`src/rtl/laser_tx_framer.sv`:
```
// Frames packet bytes into the laser on/off symbol stream: a preamble once per packet,
// then each byte as start bit, LSB-first data bits and stop symbol(s), one symbol per bit tick.
module laser_tx_framer #(
    parameter int DATA_BITS     = 8,
    parameter int PREAMBLE_BITS = 8,
    parameter int STOP_BITS     = 1,
    parameter int GAP_TIMEOUT   = 16
) (
    input  logic                 CLOCK_50,
    input  logic                 reset,
    input  logic                 bit_clk,
    output logic                 div_en,
    input  logic [DATA_BITS-1:0] tx_data,
    input  logic                 tx_last,
    input  logic                 tx_valid,
    output logic                 tx_ready,
    input  logic                 tx_abort,
    output logic                 laser_out,
    output logic                 busy,
    output logic                 err_underrun,
    output logic [15:0]          frames_sent
);

    localparam int CNT_MAX_A = (PREAMBLE_BITS > DATA_BITS) ? PREAMBLE_BITS : DATA_BITS;
    localparam int CNT_MAX   = (CNT_MAX_A > STOP_BITS) ? CNT_MAX_A : STOP_BITS;
    localparam int CNT_W     = $clog2(CNT_MAX + 1);
    localparam int GAP_W     = $clog2(GAP_TIMEOUT + 1);

    typedef enum logic [2:0] {
        IDLE,
        PREAMBLE,
        START,
        DATA,
        STOP,
        WAIT_NEXT
    } state_e;

    state_e               state_q, state_d;
    logic                 bit_clk_q;
    logic [CNT_W-1:0]     cnt_q, cnt_d;
    logic [GAP_W-1:0]     gap_q, gap_d;
    logic [DATA_BITS-1:0] shift_q, shift_d;
    logic                 last_q, last_d;
    logic                 laser_q, laser_d;
    logic                 div_en_q, div_en_d;
    logic                 ready_q, ready_d;
    logic                 err_q, err_d;
    logic [15:0]          frames_q, frames_d;

    logic tick;
    logic accept;
    logic timeout;

    assign tick   = bit_clk & ~bit_clk_q;
    assign accept = tx_valid & ready_q;

    always_ff @(posedge CLOCK_50 or negedge reset) begin
        if (!reset) begin
            state_q   <= IDLE;
            bit_clk_q <= 1'b0;
            cnt_q     <= '0;
            gap_q     <= '0;
            shift_q   <= '0;
            last_q    <= 1'b0;
            laser_q   <= 1'b0;
            div_en_q  <= 1'b0;
            ready_q   <= 1'b0;
            err_q     <= 1'b0;
            frames_q  <= '0;
        end else begin
            state_q   <= state_d;
            bit_clk_q <= bit_clk;
            cnt_q     <= cnt_d;
            gap_q     <= gap_d;
            shift_q   <= shift_d;
            last_q    <= last_d;
            laser_q   <= laser_d;
            div_en_q  <= div_en_d;
            ready_q   <= ready_d;
            err_q     <= err_d;
            frames_q  <= frames_d;
        end
    end

    // In START, cnt_q==0 means the start bit has not been driven yet (entry from WAIT_NEXT).
    always_comb begin
        state_d  = state_q;
        cnt_d    = cnt_q;
        gap_d    = gap_q;
        shift_d  = shift_q;
        last_d   = last_q;
        laser_d  = laser_q;
        frames_d = frames_q;
        timeout  = 1'b0;
        if (tx_abort) begin
            state_d = IDLE;
            laser_d = 1'b0;
        end else begin
            case (state_q)
                IDLE: begin
                    laser_d = 1'b0;
                    if (accept) begin
                        state_d = PREAMBLE;
                        cnt_d   = '0;
                        shift_d = tx_data;
                        last_d  = tx_last;
                    end
                end
                PREAMBLE: begin
                    if (tick) begin
                        if (cnt_q == CNT_W'(PREAMBLE_BITS)) begin
                            state_d = START;
                            cnt_d   = CNT_W'(1);
                            laser_d = 1'b1;
                        end else begin
                            laser_d = ~cnt_q[0];
                            cnt_d   = cnt_q + CNT_W'(1);
                        end
                    end
                end
                START: begin
                    if (tick) begin
                        if (cnt_q == '0) begin
                            laser_d = 1'b1;
                            cnt_d   = CNT_W'(1);
                        end else begin
                            state_d = DATA;
                            laser_d = shift_q[0];
                            shift_d = shift_q >> 1;
                            cnt_d   = CNT_W'(1);
                        end
                    end
                end
                DATA: begin
                    if (tick) begin
                        if (cnt_q == CNT_W'(DATA_BITS)) begin
                            state_d = STOP;
                            laser_d = 1'b0;
                            cnt_d   = CNT_W'(1);
                        end else begin
                            laser_d = shift_q[0];
                            shift_d = shift_q >> 1;
                            cnt_d   = cnt_q + CNT_W'(1);
                        end
                    end
                end
                STOP: begin
                    laser_d = 1'b0;
                    if (tick) begin
                        if (cnt_q == CNT_W'(STOP_BITS)) begin
                            frames_d = frames_q + 16'd1;
                            state_d  = last_q ? IDLE : WAIT_NEXT;
                            gap_d    = '0;
                        end else begin
                            cnt_d = cnt_q + CNT_W'(1);
                        end
                    end
                end
                WAIT_NEXT: begin
                    laser_d = 1'b0;
                    if (accept) begin
                        state_d = START;
                        cnt_d   = '0;
                        shift_d = tx_data;
                        last_d  = tx_last;
                    end else if (tick) begin
                        if (gap_q == GAP_W'(GAP_TIMEOUT - 1)) begin
                            state_d = IDLE;
                            timeout = 1'b1;
                        end else begin
                            gap_d = gap_q + GAP_W'(1);
                        end
                    end
                end
                default: begin
                    state_d = IDLE;
                    laser_d = 1'b0;
                end
            endcase
        end
    end

    always_comb begin
        div_en_d = (state_d != IDLE);
        ready_d  = ((state_d == IDLE) || (state_d == WAIT_NEXT)) && !tx_abort;
        err_d    = timeout;
    end

    assign laser_out    = laser_q;
    assign div_en       = div_en_q;
    assign tx_ready     = ready_q;
    assign err_underrun = err_q;
    assign frames_sent  = frames_q;
    assign busy         = (state_q != IDLE);

endmodule

```
`config.mk`:
```
export PLATFORM = sky130hd
export DESIGN_NAME = laser_tx_framer
export DESIGN_NICKNAME = d
export VERILOG_FILES = /design/src/rtl/laser_tx_framer.sv
export SDC_FILE = /design/constraint.sdc
export NUM_CORES = 1
export LEC_CHECK = 0
export BUFFER_PORTS_ARGS = -buffer_cell sky130_fd_sc_hd__buf_4
export CORE_MARGIN = 5
export CORE_UTILIZATION = 40
export CTS_CLUSTER_DIAMETER = 40
export DETAILED_ROUTE_END_ITERATION = 8
export GPL_TIMING_DRIVEN = 0
export PLACE_DENSITY = 0.68
export SLEW_MARGIN = 15
export SYNTH_ARGS = -nofsm -noshare
export SYNTH_HDL_FRONTEND = slang
export SYNTH_SLANG_ARGS = --single-unit
export TNS_END_PERCENT = 100
```
`constraint.sdc`:
```
create_clock -name CLOCK_50 -period 2.4 [get_ports CLOCK_50]
set_clock_uncertainty 0.15 [all_clocks]
set_input_delay 0.12 -clock CLOCK_50 [delete_from_list [all_inputs] [get_ports CLOCK_50]]
set_output_delay 0.12 -clock CLOCK_50 [all_outputs]
set_load 0.05 [all_outputs]
```
==> impl_metrics.yaml <==
setup_path:
  worst_path_max_delay_cell: "dfrtp_1"
  worst-path-buf-inv: 1
  cp.arrival_ns: 2.32
  worst-path-max-fanout: 6
  path_class: "reg -> reg"
  cp_cell_sequence: "inv_1 > ha_1 > or3b_1 > nand4b_1 > a21oi_1 > a2111oi_4 > mux2_2"
  worst_setup_path_end_kind: "register"
  required_ns: 2.43
  start_kind: "register"
  cpPeakStageDelay_ns: 0.44
  crit_family: "simple AND/OR/NAND/NOR gates"
floorplan:
  design.core.area_mm2: 0.005540
  ios: 35
  die_area_mm2: 0.007313
  initial_core_util_pct: 41.17
  row_count: 27
  die_w_um: 85.52
  die_y_um: 85.52
clock_network:
  insertion_delay_ns: 0.29
  cts_buffers: 5
  clock_path_buffers: 2
  h-tree-depth: 2
  cts_tree: "done"
  clk_pin_slew_ns: 0.08
  cts_root_buf: "clkbuf_8"
  cts_sinks: 42
final_layout:
  antenna_cells: 0
  drive_gt1_share_pct: 28.03
  final_cell_mix: "dfrtp_1, buf_4, nand2_1, mux2_2, nor2_1"
  layout_commonest_cell: "dfrtp_1"
  area_growth_pct: 24.52
  final_core_util_pct: 51.26
  finalNetCount: 283
power:
  peakVddDrop_mv: 0.2451
  power_density_mw_per_mm2: 542.6
  p_leak_nw: 1.321
place:
  place.gp.congestion: 0.8661
  numPortBuffers: 34
  dp_hpwl_mm: 3.317
drt:
  drtAntennaViolNets: 0
  routed_wl_mm: 4.726
  vias_per_cell: 5.229
  first_pass_iters: 5
  drc_errors: 0
  wl_per_cell_um: 14.07
  vias: 1757
  first_iter_violations: 52
grt:
  grt_start_max_net_pins: 43
  grt-ovfl-total: 0
  grt_pass1_wl_mm: 8.010
  antenna_found_initial: 0
  grt_pass1_vias: 1754
  track_usage_pct: 13.36
timing:
  setup_viol_count_final: 0
  finalCriticalPeriod_ns: 2.293
  clock.fmax_mhz: 436.2
  hold_viol_final: 0
  relSlewSlack_pct: 59.68
  worst_pin_slew_ns: 0.6038
  setup-tns-final_ns: 0
  slew_viol_final: 0
  post-route-period-util_pct: 95.53
synthesis:
  synth_edf_count: 0
  ys_warn_count: 0
  ys_types: 51
  synth-main-ff-cell: "dfrtp_1"
  ys_ff_latch: 42
  yosysSeqAreaShare_pct: 46.08
  ys_top_cells_by_area: "dfrtp_1, mux2_2, xnor2_1, ha_1, nand2_1"
  syn-mean-instance-area_um2: 10.61
  synth_top_area_share_pct: 46.08
  synthCells: 215
  syn-num-nets: 235
  synthArstFlopShare_pct: 100.0
  yosysTopAreaCell: "dfrtp_1"
  netlist_area_mm2: 0.002281
run_status:
  outcome: "finished, final reports clean"
hold_path:
  hold_class: "in -> reg"
job:
  cap_violations: 0
-- flip-flops by register name, indices dropped and copies added, names as in the netlist --
signal and count:
frames_sent 16, state_q 3, bit_clk_q 1, shift_q 8, tx_ready 1, last_q 1
div_en 1, gap_q 5, laser_out 1, err_underrun 1, cnt_q 4
-- layout make-up --
| type | count | area, um2 |
|---|---|---|
| multi-input cells | 158 | 1202 |
| inverters | 6 | 22.52 |
| plain buffers | 8 | 41.29 |
| clock inverters | 3 | 21.27 |
| repair buffers | 42 | 342.8 |
| clock buffers | 5 | 68.82 |
| well taps | 72 | 90.09 |
| flip-flops and latches | 42 | 1051 |
| fillers | 527 | 2700 |
-- per-stage QoR --
stage | cell area, um2 | power (mW) | hold WS [ns] | worst slack [ns] | instances
6_report | 2840 | 1.541 | 0.03079 | 0.1073 | 336
4_1_cts | 2778 | 1.553 | 0.01804 | 0.004964 | 334
5_1_grt | 2840 | 1.631 | 0.02650 | -0.01498 | 336
2_1_floorplan | 2281 | 0.9986 | -0.3256 | 0.1587 | 215
3_5_place_dp | 2626 | 1.082 | -0.007034 | -0.1824 | 321
3_3_place_gp | 2626 | 1.073 | -0.002760 | -0.2022 | 321
-- kinds of logic after synthesis --
family          after synthesis  synth area share [%]
compound gates               31                 9.929
simple gates                 85                 22.11
mux                          18                 8.722
fa+ha+maj                     6                 3.291
xor+xnor                     18                 6.912
flops                        42                 46.08
buf+inv                      15                 2.962
-- per-layer routing --
metal	vias up	share of wire (%)	wire [um]	track usage [%]
met1	844	47	2232	17.60
met5	-	0	0	0
met4	0	2.2	106	4.892
li1	864	-	-	-
met2	37	46	2153	21.12
met3	12	4.9	233	3.554
-- worst paths after layout --
kind,startpoint,to,slack (ns),cells after the start
worst max-delay path,cnt_q[0],tx_ready,0.11,7
worst max register to register,cnt_q[0],tx_ready,0.11,7
worst min register to register,frames_sent[15],frames_sent[15],0.34,1
worst min-delay path,tx_data[5],shift_q[5],0.03,3
max in group asynchronous,reset,gap_q[0],1.54,2
min in group asynchronous,reset,laser_out,0.20,2
-- synthesized netlist by cell type, types with 3 or more instances --
library cell  number
a21oi_1            4
and3_1             7
buf_2              3
clkbuf_1           3
dfrtp_1           42
ha_1               6
inv_1              6
mux2_2            14
mux2i_1            3
nand2_1           19
nand2b_1           4
nand3_1            9
nand4b_1           3
nor2_1            14
nor2b_1            3
nor3_1             3
o21ai_0           10
xnor2_1           11
xor2_1             7
-- report_power, final --
| part | internal, mW | switching [mW] | leakage, nW |
|---|---|---|---|
| Combinational | 0.135 | 0.142 | 0.717 |
| Sequential | 0.776 | 0.0390 | 0.561 |
| Clock | 0.204 | 0.245 | 0.0441 |
| Total | 1.12 | 0.426 | 1.32 |
-- timing repair --
item                                    4_1_cts  5_1_grt
pin swaps                                     0        2
endpoints found under the setup margin       17       14
buffers inserted                              0        2
hold endpoints to repair                     47        0
hold buffers                                  6        0
resized for setup                             1        5
-- worst reg2reg max path: stages, from the launching register on --
cell and delay, ns:
dfrtp_1 0.44, inv_1 0.13, ha_1 0.17, or3b_1 0.41, nand4b_1 0.14, a21oi_1 0.12, a2111oi_4 0.26, mux2_2 0.37
(Power assumes the default switching activity.)
